### src/rtl/alu_issue_stage_if.sv
// Interfaces around the ALU issue stage: the upstream issue bus (instruction,
// register reads, forwarding and flush) and the downstream operation bus to the ALU.
interface issue_in_if #(
    parameter int XLEN = 32
);
    logic            in_valid;
    logic            in_ready;
    logic [31:0]     in_instr;
    logic [XLEN-1:0] in_pc;
    logic [XLEN-1:0] in_rs1_data;
    logic [XLEN-1:0] in_rs2_data;
    logic            exmem_we;
    logic [4:0]      exmem_rd;
    logic [XLEN-1:0] exmem_data;
    logic            memwb_we;
    logic [4:0]      memwb_rd;
    logic [XLEN-1:0] memwb_data;
    logic            flush;

    modport master (
        output in_valid, in_instr, in_pc, in_rs1_data, in_rs2_data,
               exmem_we, exmem_rd, exmem_data, memwb_we, memwb_rd, memwb_data, flush,
        input  in_ready
    );

    modport slave (
        input  in_valid, in_instr, in_pc, in_rs1_data, in_rs2_data,
               exmem_we, exmem_rd, exmem_data, memwb_we, memwb_rd, memwb_data, flush,
        output in_ready
    );
endinterface

interface alu_op_if #(
    parameter int XLEN = 32
);
    logic            out_valid;
    logic            out_ready;
    logic [XLEN-1:0] out_a;
    logic [XLEN-1:0] out_b;
    logic [3:0]      out_alu_ctrl;
    logic [4:0]      out_rd;
    logic            out_reg_write;
    logic            out_illegal;

    modport master (
        output out_valid, out_a, out_b, out_alu_ctrl, out_rd, out_reg_write, out_illegal,
        input  out_ready
    );

    modport slave (
        input  out_valid, out_a, out_b, out_alu_ctrl, out_rd, out_reg_write, out_illegal,
        output out_ready
    );
endinterface

### src/rtl/alu_issue_stage.sv
// RV32I issue stage: decodes the ALU control code, forwards and selects operands,
// and holds the result in a one-entry valid/ready register feeding the ALU.
module alu_issue_stage #(
    parameter int XLEN = 32
) (
    input  logic      clk,
    input  logic      rst_n,
    issue_in_if.slave up,
    alu_op_if.master  alu
);

    typedef enum logic [3:0] {
        ALU_AND  = 4'b0000,
        ALU_OR   = 4'b0001,
        ALU_ADD  = 4'b0010,
        ALU_XOR  = 4'b0011,
        ALU_SLL  = 4'b0100,
        ALU_SRL  = 4'b0101,
        ALU_SUB  = 4'b0110,
        ALU_SLT  = 4'b0111,
        ALU_SLTU = 4'b1000,
        ALU_SRA  = 4'b1101
    } alu_ctrl_e;

    localparam logic [6:0] OPC_OP     = 7'b0110011;
    localparam logic [6:0] OPC_OPIMM  = 7'b0010011;
    localparam logic [6:0] OPC_LOAD   = 7'b0000011;
    localparam logic [6:0] OPC_JALR   = 7'b1100111;
    localparam logic [6:0] OPC_STORE  = 7'b0100011;
    localparam logic [6:0] OPC_BRANCH = 7'b1100011;
    localparam logic [6:0] OPC_LUI    = 7'b0110111;
    localparam logic [6:0] OPC_AUIPC  = 7'b0010111;
    localparam logic [6:0] OPC_JAL    = 7'b1101111;

    localparam logic [6:0] F7_BASE = 7'b0000000;
    localparam logic [6:0] F7_ALT  = 7'b0100000;

    function automatic alu_ctrl_e funct3_map(input logic [2:0] f3);
        case (f3)
            3'b000:  return ALU_ADD;
            3'b001:  return ALU_SLL;
            3'b010:  return ALU_SLT;
            3'b011:  return ALU_SLTU;
            3'b100:  return ALU_XOR;
            3'b101:  return ALU_SRL;
            3'b110:  return ALU_OR;
            default: return ALU_AND;
        endcase
    endfunction

    // x0 never forwards; EX/MEM is younger than MEM/WB so it wins.
    function automatic logic [XLEN-1:0] forward(
        input logic [4:0]      src,
        input logic [XLEN-1:0] rf_data,
        input logic            ex_we,
        input logic [4:0]      ex_rd,
        input logic [XLEN-1:0] ex_data,
        input logic            wb_we,
        input logic [4:0]      wb_rd,
        input logic [XLEN-1:0] wb_data
    );
        if (src == 5'd0)                  return '0;
        else if (ex_we && (ex_rd == src)) return ex_data;
        else if (wb_we && (wb_rd == src)) return wb_data;
        else                              return rf_data;
    endfunction

    logic [6:0]      w_opcode;
    logic [2:0]      w_funct3;
    logic [6:0]      w_funct7;
    logic [4:0]      w_rs1;
    logic [4:0]      w_rs2;
    logic [4:0]      w_rd;
    logic [XLEN-1:0] w_imm_i;
    logic [XLEN-1:0] w_imm_s;
    logic [XLEN-1:0] w_imm_u;
    logic [XLEN-1:0] w_shamt;
    logic [XLEN-1:0] w_rs1_val;
    logic [XLEN-1:0] w_rs2_val;

    alu_ctrl_e       w_ctrl;
    logic [XLEN-1:0] w_a;
    logic [XLEN-1:0] w_b;
    logic            w_reg_write;
    logic            w_illegal;
    logic            w_in_ready;
    logic            w_capture;

    logic            r_valid;
    logic [XLEN-1:0] r_a;
    logic [XLEN-1:0] r_b;
    alu_ctrl_e       r_ctrl;
    logic [4:0]      r_rd;
    logic            r_reg_write;
    logic            r_illegal;

    assign w_opcode = up.in_instr[6:0];
    assign w_funct3 = up.in_instr[14:12];
    assign w_funct7 = up.in_instr[31:25];
    assign w_rs1    = up.in_instr[19:15];
    assign w_rs2    = up.in_instr[24:20];
    assign w_rd     = up.in_instr[11:7];

    assign w_imm_i  = XLEN'($signed(up.in_instr[31:20]));
    assign w_imm_s  = XLEN'($signed({up.in_instr[31:25], up.in_instr[11:7]}));
    assign w_imm_u  = XLEN'($signed({up.in_instr[31:12], 12'b0}));
    assign w_shamt  = XLEN'(up.in_instr[24:20]);

    assign w_rs1_val = forward(w_rs1, up.in_rs1_data, up.exmem_we, up.exmem_rd, up.exmem_data,
                               up.memwb_we, up.memwb_rd, up.memwb_data);
    assign w_rs2_val = forward(w_rs2, up.in_rs2_data, up.exmem_we, up.exmem_rd, up.exmem_data,
                               up.memwb_we, up.memwb_rd, up.memwb_data);

    always_comb begin
        w_ctrl      = ALU_ADD;
        w_a         = w_rs1_val;
        w_b         = w_rs2_val;
        w_reg_write = 1'b0;
        w_illegal   = 1'b0;
        case (w_opcode)
            OPC_OP: begin
                w_reg_write = 1'b1;
                if (w_funct7 == F7_BASE)                          w_ctrl = funct3_map(w_funct3);
                else if (w_funct7 == F7_ALT && w_funct3 == 3'b000) w_ctrl = ALU_SUB;
                else if (w_funct7 == F7_ALT && w_funct3 == 3'b101) w_ctrl = ALU_SRA;
                else                                              w_illegal = 1'b1;
            end
            OPC_OPIMM: begin
                w_reg_write = 1'b1;
                w_ctrl      = funct3_map(w_funct3);
                w_b         = w_imm_i;
                if (w_funct3 == 3'b001) begin
                    w_b = w_shamt;
                    if (w_funct7 != F7_BASE) w_illegal = 1'b1;
                end else if (w_funct3 == 3'b101) begin
                    w_b = w_shamt;
                    if (w_funct7 == F7_ALT)       w_ctrl = ALU_SRA;
                    else if (w_funct7 != F7_BASE) w_illegal = 1'b1;
                end
            end
            OPC_LOAD, OPC_JALR: begin
                w_reg_write = 1'b1;
                w_b         = w_imm_i;
            end
            OPC_STORE: begin
                w_b = w_imm_s;
            end
            OPC_BRANCH: begin
                case (w_funct3)
                    3'b000, 3'b001: w_ctrl = ALU_SUB;
                    3'b100, 3'b101: w_ctrl = ALU_SLT;
                    3'b110, 3'b111: w_ctrl = ALU_SLTU;
                    default:        w_illegal = 1'b1;
                endcase
            end
            OPC_LUI: begin
                w_reg_write = 1'b1;
                w_a         = '0;
                w_b         = w_imm_u;
            end
            OPC_AUIPC: begin
                w_reg_write = 1'b1;
                w_a         = up.in_pc;
                w_b         = w_imm_u;
            end
            OPC_JAL: begin
                w_reg_write = 1'b1;
                w_a         = up.in_pc;
                w_b         = XLEN'(4);
            end
            default: w_illegal = 1'b1;
        endcase
        if (w_illegal) begin
            w_ctrl      = ALU_AND;
            w_reg_write = 1'b0;
        end
        if (w_rd == 5'd0) w_reg_write = 1'b0;
    end

    assign w_in_ready = !r_valid || alu.out_ready;
    assign w_capture  = up.in_valid && w_in_ready;

    // Flush beats capture and hold; on a flush the data fields may stay stale.
    always_ff @(posedge clk) begin
        if (!rst_n) begin
            r_valid     <= 1'b0;
            r_a         <= '0;
            r_b         <= '0;
            r_ctrl      <= ALU_AND;
            r_rd        <= '0;
            r_reg_write <= 1'b0;
            r_illegal   <= 1'b0;
        end else if (up.flush) begin
            r_valid     <= 1'b0;
            r_reg_write <= 1'b0;
            r_illegal   <= 1'b0;
        end else if (w_capture) begin
            r_valid     <= 1'b1;
            r_a         <= w_a;
            r_b         <= w_b;
            r_ctrl      <= w_ctrl;
            r_rd        <= w_rd;
            r_reg_write <= w_reg_write;
            r_illegal   <= w_illegal;
        end else if (alu.out_ready) begin
            r_valid <= 1'b0;
        end
    end

    assign up.in_ready       = w_in_ready;
    assign alu.out_valid     = r_valid;
    assign alu.out_a         = r_a;
    assign alu.out_b         = r_b;
    assign alu.out_alu_ctrl  = r_ctrl;
    assign alu.out_rd        = r_rd;
    assign alu.out_reg_write = r_reg_write;
    assign alu.out_illegal   = r_illegal;

endmodule
### src/flat_wrapper.sv
// flat-port wrapper written by rule: the top's interface ports become plain ports
module alu_issue_stage_flat 
#(
    parameter int XLEN = 32
)
  (clk, rst_n, up_in_valid, up_in_instr, up_in_pc, up_in_rs1_data, up_in_rs2_data, up_exmem_we, up_exmem_rd, up_exmem_data, up_memwb_we, up_memwb_rd, up_memwb_data, up_flush, up_in_ready, alu_out_valid, alu_out_a, alu_out_b, alu_out_alu_ctrl, alu_out_rd, alu_out_reg_write, alu_out_illegal, alu_out_ready);
  issue_in_if #(.XLEN(XLEN)) up_i ();
  alu_op_if #(.XLEN(XLEN)) alu_i ();
  input  logic clk;
  input  logic rst_n;
  input wire logic [$bits(up_i.in_valid)-1:0] up_in_valid;
  input wire logic [$bits(up_i.in_instr)-1:0] up_in_instr;
  input wire logic [$bits(up_i.in_pc)-1:0] up_in_pc;
  input wire logic [$bits(up_i.in_rs1_data)-1:0] up_in_rs1_data;
  input wire logic [$bits(up_i.in_rs2_data)-1:0] up_in_rs2_data;
  input wire logic [$bits(up_i.exmem_we)-1:0] up_exmem_we;
  input wire logic [$bits(up_i.exmem_rd)-1:0] up_exmem_rd;
  input wire logic [$bits(up_i.exmem_data)-1:0] up_exmem_data;
  input wire logic [$bits(up_i.memwb_we)-1:0] up_memwb_we;
  input wire logic [$bits(up_i.memwb_rd)-1:0] up_memwb_rd;
  input wire logic [$bits(up_i.memwb_data)-1:0] up_memwb_data;
  input wire logic [$bits(up_i.flush)-1:0] up_flush;
  output wire logic [$bits(up_i.in_ready)-1:0] up_in_ready;
  output wire logic [$bits(alu_i.out_valid)-1:0] alu_out_valid;
  output wire logic [$bits(alu_i.out_a)-1:0] alu_out_a;
  output wire logic [$bits(alu_i.out_b)-1:0] alu_out_b;
  output wire logic [$bits(alu_i.out_alu_ctrl)-1:0] alu_out_alu_ctrl;
  output wire logic [$bits(alu_i.out_rd)-1:0] alu_out_rd;
  output wire logic [$bits(alu_i.out_reg_write)-1:0] alu_out_reg_write;
  output wire logic [$bits(alu_i.out_illegal)-1:0] alu_out_illegal;
  input wire logic [$bits(alu_i.out_ready)-1:0] alu_out_ready;
  assign up_i.in_valid = up_in_valid;
  assign up_i.in_instr = up_in_instr;
  assign up_i.in_pc = up_in_pc;
  assign up_i.in_rs1_data = up_in_rs1_data;
  assign up_i.in_rs2_data = up_in_rs2_data;
  assign up_i.exmem_we = up_exmem_we;
  assign up_i.exmem_rd = up_exmem_rd;
  assign up_i.exmem_data = up_exmem_data;
  assign up_i.memwb_we = up_memwb_we;
  assign up_i.memwb_rd = up_memwb_rd;
  assign up_i.memwb_data = up_memwb_data;
  assign up_i.flush = up_flush;
  assign up_in_ready = up_i.in_ready;
  assign alu_out_valid = alu_i.out_valid;
  assign alu_out_a = alu_i.out_a;
  assign alu_out_b = alu_i.out_b;
  assign alu_out_alu_ctrl = alu_i.out_alu_ctrl;
  assign alu_out_rd = alu_i.out_rd;
  assign alu_out_reg_write = alu_i.out_reg_write;
  assign alu_out_illegal = alu_i.out_illegal;
  assign alu_i.out_ready = alu_out_ready;
  alu_issue_stage #(.XLEN(XLEN)) u_core (.clk(clk), .rst_n(rst_n), .up(up_i), .alu(alu_i));
endmodule
### config.mk
export PLATFORM = sky130hd
export DESIGN_NAME = alu_issue_stage_flat
export DESIGN_NICKNAME = d
export VERILOG_FILES = /design/src/rtl/alu_issue_stage_if.sv /design/src/rtl/alu_issue_stage.sv /design/src/flat_wrapper.sv
export SDC_FILE = /design/constraint.sdc
export NUM_CORES = 1
export LEC_CHECK = 0
export BUFFER_PORTS_ARGS = -buffer_cell sky130_fd_sc_hd__buf_2
export CAP_MARGIN = 30
export CORE_ASPECT_RATIO = 1.5
export CORE_UTILIZATION = 40
export DETAILED_ROUTE_END_ITERATION = 10
export HOLD_SLACK_MARGIN = 0.1
export PLACE_DENSITY = 0.71
export SLEW_MARGIN = 25
export SYNTH_ARGS = -nofsm -noshare
export SYNTH_HDL_FRONTEND = slang
export SYNTH_SLANG_ARGS = --single-unit
### constraint.sdc
create_clock -name clk -period 2.05 [get_ports clk]
set_input_delay 0.205 -clock clk [delete_from_list [all_inputs] [get_ports clk]]
set_output_delay 0.205 -clock clk [all_outputs]
set_load 0.1 [all_outputs]
==> results_dict.tcl <==
set metrics [dict create \
    routedWlPerCell_um 21.2 \
    slowest_delay_ns 0.41 \
    synth.avg_cell_area_um2 7.87 \
    grt_pass1_vias 6785 \
    area_delta_synth_final_pct 35.1 \
    fp.coreArea_um2 14100 \
    pre_cts_ws_ns 0.0210 \
    synthMostInstantiatedCell "a21oi_1" \
    worstSetupPathType "reg -> reg" \
    fp-row-count 53 \
    cts.repair.resized 0 \
    routed_wl_um 25100 \
    r2r_start "u_core.alu.out_valid" \
    start_util 0.410 \
    max_cap_violations 0 \
    cp_max_fo 33 \
    hold_class "in -> reg" \
    nFillCells 1434 \
    fin_skew_ns 0.00875 \
    finalMaxSlewViolations 0 \
    hold_depth 3 \
    die_w_um 100 \
    setup_viol 0 \
    grt_pass1_wl_um 37200 \
    clock_latency_ns 0.35 \
    path_delay_family "simple AND/OR/NAND/NOR gates" \
    end_kind "flip-flop" \
    synth.area.top_cells "dfxtp_1 26%, a21oi_1 7.7%, and3_1 7.1%" \
    drc 0 \
    cp_slowest_cell "nor3b_4" \
    fin_tns_setup_ns 0 \
    hold_end "u_core.alu.out_rd[4]" \
    grt_overflow 0 \
    die_area_um2 14900 \
    pin_count 286 \
    synth_cells 732 \
    async_flop_share 0 \
    nets 1195 \
    finalHoldWorstSlack_ns 0.133 \
    reg2reg_setup_slack_ns 0.32 \
    place.gp.congestion 0.959 \
    yosysWarnings 0 \
    postCtsSetupBuffers 0 \
    synth.yosys.seq_area_share 0.264 \
    drt_iter0_markers 434 \
    period_share 0.846 \
    max_slew.worst_pin.slew_ns 0.984 \
    layout-drive-gt1-share 0.359 \
    finalHoldViolations 0 \
    setup.worst_path.start_class "flip-flop" \
    htreeDepth 3 \
    crit_required_ns 2.32 \
    clock_sinks 76 \
    synthTopCellsByCount "89 x a21oi_1, 76 x dfxtp_1, 65 x and3_1, 59 x o21ai_0, 56 x clkbuf_1" \
    reg2reg_depth 6 \
    antenna_found_initial 6 \
    clkTransAtPathRegs_ns 0.06 \
    power_per_cell_area_nw_per_um2 708 \
    slew_headroom 0.342 \
    synth_fp_nets 941 \
    die_h_um 149 \
    p_leak_nw 3.56 \
    peakVddDrop_mv 0.519 \
    dr.pass1.iters 5 \
    synth_area_um2 5760 \
    synth_cell_types 60 \
    status "completed" \
    cts_tree "yes" \
    synth_ff_type "dfxtp_1" \
    grt_max_degree 70 \
    clock.fmax_mhz 577 \
    synth_top_cell_area_share 0.264 \
    layout_setup_ws_ns 0.316 \
    period_needed_ns 1.73 \
    groute.usage.overall 0.327 \
    synth-seq-cells 76 \
    synth_area_leader_cell "dfxtp_1" \
    path_buf_inv 1 \
    path_cells "nand2b_1 > nor3b_4 > buf_4 > o21a_1 > o211ai_1 > o22ai_1" \
    hold_start "up_in_instr[11]" \
    antenna_left 0 \
    r2r_end "u_core.alu.out_b[27]" \
    cts_buffer_depth 2 \
    dp_hpwl_um 18900 \
    port_buffers 285 \
    rsz0062_at_grt "no" \
    viasPerCell 6.10 \
    numCtsBuffers 9 \
    vias 7242 \
    clock-root-buffer "clkbuf_16" \
    arrival_ns 2.00 \
    holdBufCountCts 0 \
    synth-edff-count 0 \
]
## how the worst max path moves through the flow
stage / slack (ns) / end / depth (start not counted) / from
3_5_place_dp: 0.02 / u_core.alu.out_a[27] / 7 / up_in_instr[6]
4_1_cts: 0.36 / u_core.alu.out_b[21] / 6 / u_core.alu.out_valid
3_3_place_gp: 0.01 / u_core.alu.out_b[10] / 9 / up_in_instr[3]
6_report: 0.32 / u_core.alu.out_b[27] / 6 / u_core.alu.out_valid
5_1_grt: 0.18 / u_core.alu.out_b[26] / 6 / u_core.alu.out_valid
2_1_floorplan: 0.04 / u_core.alu.out_a[21] / 7 / u_core.alu.out_valid
## layer usage
metal	share of wire	global-route usage	wire, µm	vias to the layer above
li1	-	-	-	3377
met1	0.39	0.395	9850	3425
met2	0.49	0.546	12300	362
met3	0.069	0.0586	1740	78
met4	0.048	0.183	1220	0
met5	0	0	0	-
## power breakdown
part	internal (W)	switching (W)	leakage (nW)
combinational	0.000545	0.00154	2.78
sequential	0.00160	0.0000762	0.627
clock	0.00107	0.000680	0.153
## sequential cells by signal (all words and copies together), names as in the netlist
name                      flops
u_core.alu.out_illegal        1
u_core.alu.out_valid          1
u_core.alu.out_reg_write      1
u_core.alu.out_a             32
u_core.alu.out_b             32
u_core.alu.out_rd             5
u_core.alu.out_alu_ctrl       4
## per-stage QoR
stage,cell area (µm²),power (W),instances,util
6_report,7780,0.00551,1188,0.554
5_1_grt,7780,0.00570,1186,0.553
4_1_cts,7770,0.00550,1183,0.553
3_5_place_dp,7460,0.00377,1167,0.530
3_3_place_gp,7460,0.00376,1167,0.530
2_1_floorplan,5770,0.00317,732,-
## layout make-up
cell class              instances  area (µm²)  share of cell area
well taps                     192         240              0.0309
multi-input cells             568        3870               0.497
clock buffers                  10         229              0.0294
clock inverters                 6        86.3              0.0111
diodes                          5        12.5             0.00161
flip-flops and latches         76        1520               0.196
repair buffers                325        1800               0.231
inverters                       6        22.5             0.00289
## tightest hold or removal path: stages
cell      delay [ns]
buf_2           0.12
nand2_1         0.05
a21boi_1        0.05
## cells in the final DEF, fill, tap and decap left out, drive strengths merged, types with 21 or more instances in the layout
master and n:
a211oi 32, a21boi 38, a21oi 89, and3 65, buf 325, dfxtp 76, nand3b 35, o211ai 27
o21a 25, o21ai 65, o22ai 21, o311ai 33
## cell families after synthesis
group,Yosys count,share of synthesized area
AOI/OAI and AO/OA,372,0.433
and+or+nand+nor,174,0.203
buffers and inverters,88,0.0660
DFF,76,0.264
xor gates and xnor gates,21,0.0319
muxes,1,0.00195
Note: power is estimated with default switching activity, not from simulation.
